<file path="src/rtl/dcm_lock_supervisor.sv">
// DCM start-up / lock-loss supervisor: pulses the DCM reset, waits for all locks,
// qualifies them as stable, then releases system reset. Optional DCM_LOSS_CNT_EN adds a loss counter.
module dcm_lock_supervisor #(
    parameter int NUM_LOCK     = 4,
    parameter int RST_PULSE    = 8,
    parameter int LOCK_TIMEOUT = 1048576,
    parameter int STABLE_CNT   = 1024,
    parameter int MAX_RETRY    = 7
) (
    input  logic                I_CLK50M,
    input  logic                I_RESET,
    input  logic [NUM_LOCK-1:0] I_LOCK,
    output logic                O_DCM_RST,
    output logic                O_SYS_RESET,
    output logic                O_ALL_LOCKED,
    output logic                O_FAIL,
    output logic [2:0]          O_RETRY_CNT,
    output logic [7:0]          O_LOSS_CNT
);

    // state  | meaning
    // RST    | DCM reset held for RST_PULSE cycles
    // WAIT   | DCM released, waiting for all locks within LOCK_TIMEOUT
    // STABLE | all locked, qualifying for STABLE_CNT cycles
    // RUN    | system out of reset
    // FAIL   | retries exhausted, held until I_RESET
    localparam logic [2:0] ST_RST    = 3'd0;
    localparam logic [2:0] ST_WAIT   = 3'd1;
    localparam logic [2:0] ST_STABLE = 3'd2;
    localparam logic [2:0] ST_RUN    = 3'd3;
    localparam logic [2:0] ST_FAIL   = 3'd4;

    localparam int CNT_MAX = (LOCK_TIMEOUT > STABLE_CNT) ? LOCK_TIMEOUT : STABLE_CNT;
    localparam int CW      = $clog2(CNT_MAX);

    localparam logic [CW-1:0] RST_LAST  = CW'(RST_PULSE - 1);
    localparam logic [CW-1:0] TO_LAST   = CW'(LOCK_TIMEOUT - 1);
    localparam logic [CW-1:0] STB_LAST  = CW'(STABLE_CNT - 1);
    localparam logic [2:0]    RETRY_MAX = 3'(MAX_RETRY);

    logic [NUM_LOCK-1:0] sync1_q, sync2_q;
    logic                all_locked_q;
    logic [2:0]          state_q, state_d;
    logic [CW-1:0]       cnt_q, cnt_d;
    logic [2:0]          retry_q, retry_d;
    logic                dcm_rst_q, sys_reset_q, fail_q;

    always_ff @(posedge I_CLK50M or posedge I_RESET) begin
        if (I_RESET) begin
            sync1_q      <= '0;
            sync2_q      <= '0;
            all_locked_q <= 1'b0;
        end else begin
            sync1_q      <= I_LOCK;
            sync2_q      <= sync1_q;
            all_locked_q <= &sync2_q;
        end
    end

    always_comb begin
        state_d = state_q;
        cnt_d   = cnt_q;
        retry_d = retry_q;
        case (state_q)
            ST_RST: begin
                cnt_d = cnt_q + 1'b1;
                if (cnt_q == RST_LAST) state_d = ST_WAIT;
            end
            ST_WAIT: begin
                cnt_d = cnt_q + 1'b1;
                if (all_locked_q) begin
                    state_d = ST_STABLE;
                end else if (cnt_q == TO_LAST) begin
                    if (retry_q < RETRY_MAX) begin
                        retry_d = retry_q + 1'b1;
                        state_d = ST_RST;
                    end else begin
                        state_d = ST_FAIL;
                    end
                end
            end
            ST_STABLE: begin
                cnt_d = cnt_q + 1'b1;
                if (!all_locked_q)            state_d = ST_WAIT;
                else if (cnt_q == STB_LAST)   state_d = ST_RUN;
            end
            ST_RUN: begin
                if (!all_locked_q) state_d = ST_RST;
            end
            ST_FAIL: begin
                state_d = ST_FAIL;
            end
            default: begin
                state_d = ST_RST;
            end
        endcase
        // the shared counter restarts on every state entry
        if (state_d != state_q) cnt_d = '0;
        if (state_d == ST_RUN && state_q != ST_RUN) retry_d = '0;
    end

    always_ff @(posedge I_CLK50M or posedge I_RESET) begin
        if (I_RESET) begin
            state_q     <= ST_RST;
            cnt_q       <= '0;
            retry_q     <= '0;
            dcm_rst_q   <= 1'b1;
            sys_reset_q <= 1'b1;
            fail_q      <= 1'b0;
        end else begin
            state_q     <= state_d;
            cnt_q       <= cnt_d;
            retry_q     <= retry_d;
            dcm_rst_q   <= (state_d == ST_RST) || (state_d == ST_FAIL);
            sys_reset_q <= (state_d != ST_RUN);
            fail_q      <= (state_d == ST_FAIL);
        end
    end

`ifdef DCM_LOSS_CNT_EN
    logic [7:0] loss_q;

    always_ff @(posedge I_CLK50M or posedge I_RESET) begin
        if (I_RESET) begin
            loss_q <= '0;
        end else if (state_q == ST_RUN && state_d == ST_RST && loss_q != 8'hFF) begin
            loss_q <= loss_q + 1'b1;
        end
    end

    assign O_LOSS_CNT = loss_q;
`else
    assign O_LOSS_CNT = '0;
`endif

    assign O_DCM_RST    = dcm_rst_q;
    assign O_SYS_RESET  = sys_reset_q;
    assign O_ALL_LOCKED = all_locked_q;
    assign O_FAIL       = fail_q;
    assign O_RETRY_CNT  = retry_q;

endmodule

</file>
<file path="config.mk">
export PLATFORM = sky130hd
export DESIGN_NAME = dcm_lock_supervisor
export DESIGN_NICKNAME = d
export VERILOG_FILES = /design/src/rtl/dcm_lock_supervisor.sv
export SDC_FILE = /design/constraint.sdc
export NUM_CORES = 1
export LEC_CHECK = 0
export BUFFER_PORTS_ARGS = -buffer_cell sky130_fd_sc_hd__buf_4
export CAP_MARGIN = 10
export CORE_UTILIZATION = 57
export DETAILED_ROUTE_END_ITERATION = 8
export GPL_TIMING_DRIVEN = 0
export HOLD_SLACK_MARGIN = 0.02
export PLACE_DENSITY = 0.89
export RECOVER_POWER = 25
export SETUP_SLACK_MARGIN = 0.1
export SLEW_MARGIN = 10
export SYNTH_ARGS = -nofsm -noshare
export SYNTH_HDL_FRONTEND = slang
export SYNTH_SLANG_ARGS = --single-unit
</file>
<file path="constraint.sdc">
create_clock -name I_CLK50M -period 2.2 [get_ports I_CLK50M]
set_input_delay 0.44 -clock I_CLK50M [delete_from_list [all_inputs] [get_ports I_CLK50M]]
set_output_delay 0.44 -clock I_CLK50M [all_outputs]
set_load 0.02 [all_outputs]
</file>
-- Yosys cells after proc, flatten, opt, wreduce, memory -nomap -nowiden
Index checks and enable logic that the tools add are counted.
W data, S select, Z words.
- $add $sub $neg: 2
- $lt $le $gt $ge: 1
- eq/ne operators: 13
- multiplexer cells: 15
- reductions and logical operators: 11
- operators by type and width (kind ; number):
    $mux W20 ; 2
    $mux W3 ; 12
    $add A20 B1 Y20 const B ; 1
    $eq A20 B10 Y1 const B ; 1
    $eq A20 B20 Y1 const B ; 1
    $eq A20 B3 Y1 const B ; 1
    $pmux W3 S5 ; 1
    $eq A3 B2 Y1 const B ; 3
    $reduce_and A4 Y1 ; 2
    $reduce_bool A2 Y1 ; 4
    $eq A3 B3 Y1 const B ; 2
    $logic_not A3 Y1 ; 2
    $ne A3 B2 Y1 const B ; 2
    $add A3 B1 Y3 const B ; 1
    $eq A3 B1 Y1 const B ; 1
    $lt A3 B3 Y1 const B ; 1
    $ne A3 B3 Y1 ; 1
    $reduce_or A3 Y1 ; 1
    $ne A2 B1 Y1 const B ; 1
    $logic_and A1 B1 Y1 ; 1
    $logic_or A1 B1 Y1 ; 1
- register bits: 38
- input bits: 6
- output and inout bits: 15
- word-level logic and storage cells: 51

-- Logic depth before layout (Yosys ltp)
- word-level depth: 9
- gate-level depth with buffers: 8
- depth with buffers taken out: 7

-- Worst setup path before layout
No wires, ideal clock.
- kind: reg-to-reg
- start: register cnt_q[0]
- end: register cnt_q[10]
- library setup time: 119 ps
- arrival: 1762 ps
- slack: 319 ps
- stages on the path, launching flop included: 9
- path buffers: 1
- period minus slack after synthesis: 1881 ps
- path through: dfrtp_1 > ha_1 > nand3_1 > nor4_4 > nand2b_2 > o41ai_2 > a2bb2oi_2 > buf_6 > nor2_1
- longest elaborated chain between the ends: 6
- elaborated cells on any way between the ends: 14
- those cells by class: add/sub (1); eq/ne (4); mux (8); reduce/logical (1)
- ends and longest elaborated chain (what ; line ; source):
    start, declared ; 44 ; logic [CW-1:0] cnt_q, cnt_d;
    start signal, assigned ; 112 ; cnt_q <= cnt_d;
    $eq A20 B10 Y1 / $eq A20 B20 Y1 (equally long branches) ; 85, 73 ;
    $mux W3 (on tied branches) ; 85, 73 ;
    $mux W3 (on tied branches) ; 84, 71 ;
    $pmux W3 S5 ; 64 ; case (state_q)
    $ne A3 B3 Y1 ; 98 ; if (state_d != state_q) cnt_d = '0;
    $mux W20 / $reduce_bool A2 Y1 (equally long branches) ; - ;
Several ways; a longest one is shown, not always the timed one. The select of a mux whose other input is x is not followed.
A chain may end at the register's enable or synchronous reset.

-- Final worst setup path
- start: register cnt_q[12]
- end: register cnt_q[8]
- longest elaborated chain between the ends: 6
- elaborated cells on any way between the ends: 12
- those cells by class: eq/ne (4); mux (7); reduce/logical (1)
- ends and longest elaborated chain (what ; line):
    $eq A20 B10 Y1 / $eq A20 B20 Y1 (equally long branches) ; 85, 73
    $mux W3 (on tied branches) ; 85, 73
    $mux W3 (on tied branches) ; 84, 71
    $pmux W3 S5 * ; 64
    $ne A3 B3 Y1 * ; 98
    $mux W20 / $reduce_bool A2 Y1 (equally long branches) ; -
Every way passes the cells marked *; elsewhere a longest branch is shown, timed or not.

==> impl_metrics.tcl <==
set metrics [dict create \
    status "complete, no violations" \
    ys_seq_area_share_pct 52.05 \
    total_power_mw 1.819 \
    grt_max_degree 39 \
    async_flop_share_pct 100.0 \
    ys_types 35 \
    grt_usage_pct 23.11 \
    min_period_over_period_pct 94.01 \
    holdPathStages 1 \
    ys.flop_type "dfrtp_1" \
    n_antenna_cell 0 \
    slowest_stage "dfrtp_1" \
    synth_top_area_share_pct 49.18 \
    initial_utilization_pct 60.00 \
    path_class "reg2reg" \
    cts_buffer_depth 2 \
    drtPass1Iterations 4 \
    gp_congestion 0.8427 \
    tns_ns 0 \
    rows 20 \
    final_cell_mix "dfrtp_1 (34), nor2_1 (25), buf_4 (22), nand2_1 (14), xor2_1 (14)" \
    io_buffers 12 \
    met1_usage_pct 28.53 \
    use_met3_pct 4.176 \
    r2r_slack_ns 0.13 \
    slowest_delay_ns 0.49 \
    slew_viol_final 0 \
    dieArea_um2 3445 \
    setup_viol 0 \
    drc_errors 0 \
    hp-class "in2reg" \
    yosys_warnings 0 \
    cts_buffers 5 \
    routed_wl_um 4040 \
    netlist_area_um2 1832 \
    synth_top_area_cell "dfrtp_1" \
    core_area_um2 3053 \
    synth_edf_count 0 \
    grt_overflow 0 \
    drive_gt1_share_pct 31.58 \
    grt_pass1_vias 1367 \
    grt.met2_usage_pct 37.27 \
    max_slew_margin_pct 7.153 \
    worst_pin_slew_ns 1.391 \
    startpoint_type "register" \
    drv_cap 0 \
    skew_ns 0.01284 \
    place_area_um2 2003 \
    rsz0062_at_grt "no" \
    synth_area_leaders "dfrtp_1 (49%), xor2_1 (6.7%), nor2_1 (5.3%)" \
    r2r_cells 7 \
    dp_hpwl_um 2415 \
    ctsHtreeMaxLevel 2 \
    ys_ff_latch 38 \
    gr-max-usage-layer "met2" \
    cp_max_fo 5 \
    vias_per_cell 5.577 \
    rr_startpoint "cnt_q[12]$_DFFE_PP0P_" \
    arrival_ns 2.31 \
    fin_util_pct 73.93 \
    fin_crit_ns 2.068 \
    end_kind "register" \
    final_common_cell "dfrtp_1" \
    syn_area_per_cell_um2 10.53 \
    antenna_found_initial 0 \
    grt_pass1_wl_um 5816 \
    dieWidth_um 58.69 \
    clk_pin_slew_worst_paths_ns 0.10 \
    crit_start "cnt_q[12]$_DFFE_PP0P_" \
    drt_iter0_drc 72 \
    p_leak_nw 1.039 \
    finalWorstSetupSlack_ns 0.1317 \
    crit_required_ns 2.44 \
    area.growth.synth_to_final_pct 23.22 \
    vias 1411 \
    ioPinCount 21 \
    place_ws_ns 0.04039 \
    final_antenna_net_count 0 \
    fp.dieH_um 58.69 \
    hold_viol 0 \
    clock_sinks 38 \
    root_buffer "clkbuf_4" \
    clk_latency_ns 0.36 \
    stdcell_area_um2 2257 \
    tritoncts "built" \
    path_cells "nand4_4, nor4_4, nand2b_4, a211oi_4, a2bb2oi_4, buf_6, nor2_2" \
    nNetsFinal 216 \
    cellPowerDensity_nw_per_um2 805.7 \
    wire_per_inst_um 15.97 \
    max_freq_ghz 0.4835 \
    peakVddDrop_mv 0.7463 \
    rr_endpoint "cnt_q[8]$_DFFE_PP0P_" \
    synth_cells 174 \
    crit_end "cnt_q[8]$_DFFE_PP0P_" \
]
[where the power goes]
part           internal [mW]  switching (mW)  total [mW]
registers              0.764          0.0734       0.837
clock network          0.155           0.229       0.384
logic                  0.283           0.315       0.598
[stage by stage]
stage | hold WS, ns | cells
floorplan | 0.3312 | 181
global route | 0.2011 | 253
CTS | 0.2041 | 245
detailed placement | 0.3402 | 237
finish | 0.2201 | 253
global placement | 0.3319 | 237
[synth_stat cells (all sizes together) (2+ instances only)]
cell type,instances
buf,11
nor3,4
nand2,14
a31oi,3
a211oi,2
nor4,4
nand2b,3
and3,3
inv,2
ha,2
nand4,7
mux2i,2
xor2,14
nor2b,2
nor3b,2
and4,3
xnor2,6
a21oi,2
nand3,12
o21ai,2
dfstp,2
nor2,31
dfrtp,36
[how the worst min path moves through the flow]
stage / start / end / slack, ns
after floorplan: sync1_q[0]$_DFF_PP0_ / sync2_q[0]$_DFF_PP0_ / 0.33
after global placement: sync1_q[1]$_DFF_PP0_ / sync2_q[1]$_DFF_PP0_ / 0.33
after detailed placement: sync1_q[3]$_DFF_PP0_ / sync2_q[3]$_DFF_PP0_ / 0.34
after CTS: I_LOCK[3] / sync1_q[3]$_DFF_PP0_ / 0.20
after global routing: I_LOCK[0] / sync1_q[0]$_DFF_PP0_ / 0.20
final: I_LOCK[3] / sync1_q[3]$_DFF_PP0_ / 0.22
[routing by layer]
layer  vias to the layer above  part of all wire, %
met5                         -                    0
met1                       689                   41
met3                        16                  4.6
li1                        654                    -
met2                        52                   51
met4                         0                  3.6
[logic make-up after synthesis]
family / Yosys count / synth area share (%)
buffers and inverters: 13 / 5.328
multiplexers: 2 / 1.093
adder cells (fa/ha/maj): 2 / 1.366
other: 1 / 0.2047
flip-flops: 38 / 52.05
AO/OA/AOI/OAI: 12 / 5.328
AND/OR/NAND/NOR: 86 / 25.07
XOR/XNOR: 20 / 9.563
[cell type report]
cell class | instances | area [um^2]
Clock inverter | 1 | 5.005
Clock buffer | 7 | 55.05
Timing Repair Buffer | 20 | 157.7
Buffer | 11 | 90.09
Fill cell | 198 | 795.8
Tap cell | 44 | 55.05
Sequential cell | 38 | 955.9
Inverter | 2 | 7.507
Multi-Input combinational cell | 130 | 930.9
[repair_timing]
item,4_1_cts,5_1_grt
setup endpoints to repair,20,22
cloned,0,2
pin swaps,1,8
hold buffers,0,0
gates resized for setup,1,26
buffers inserted,0,6
[worst max-delay path, delay by kind of cell, from the launching register on]
kind | cells | cell delay, ns
buffers and inverters | 1 | 0.17
DFF | 1 | 0.49
and+or+nand+nor | 4 | 0.72
AOI/OAI and AO/OA | 2 | 0.57
[state kept, by name, indices dropped and copies added, names as in the netlist]
name          flops
O_ALL_LOCKED      1
O_DCM_RST         1
O_FAIL            1
O_RETRY_CNT       3
O_SYS_RESET       1
cnt_q            20
state_q           3
sync1_q           4
sync2_q           4
(Power assumes the default switching activity.)
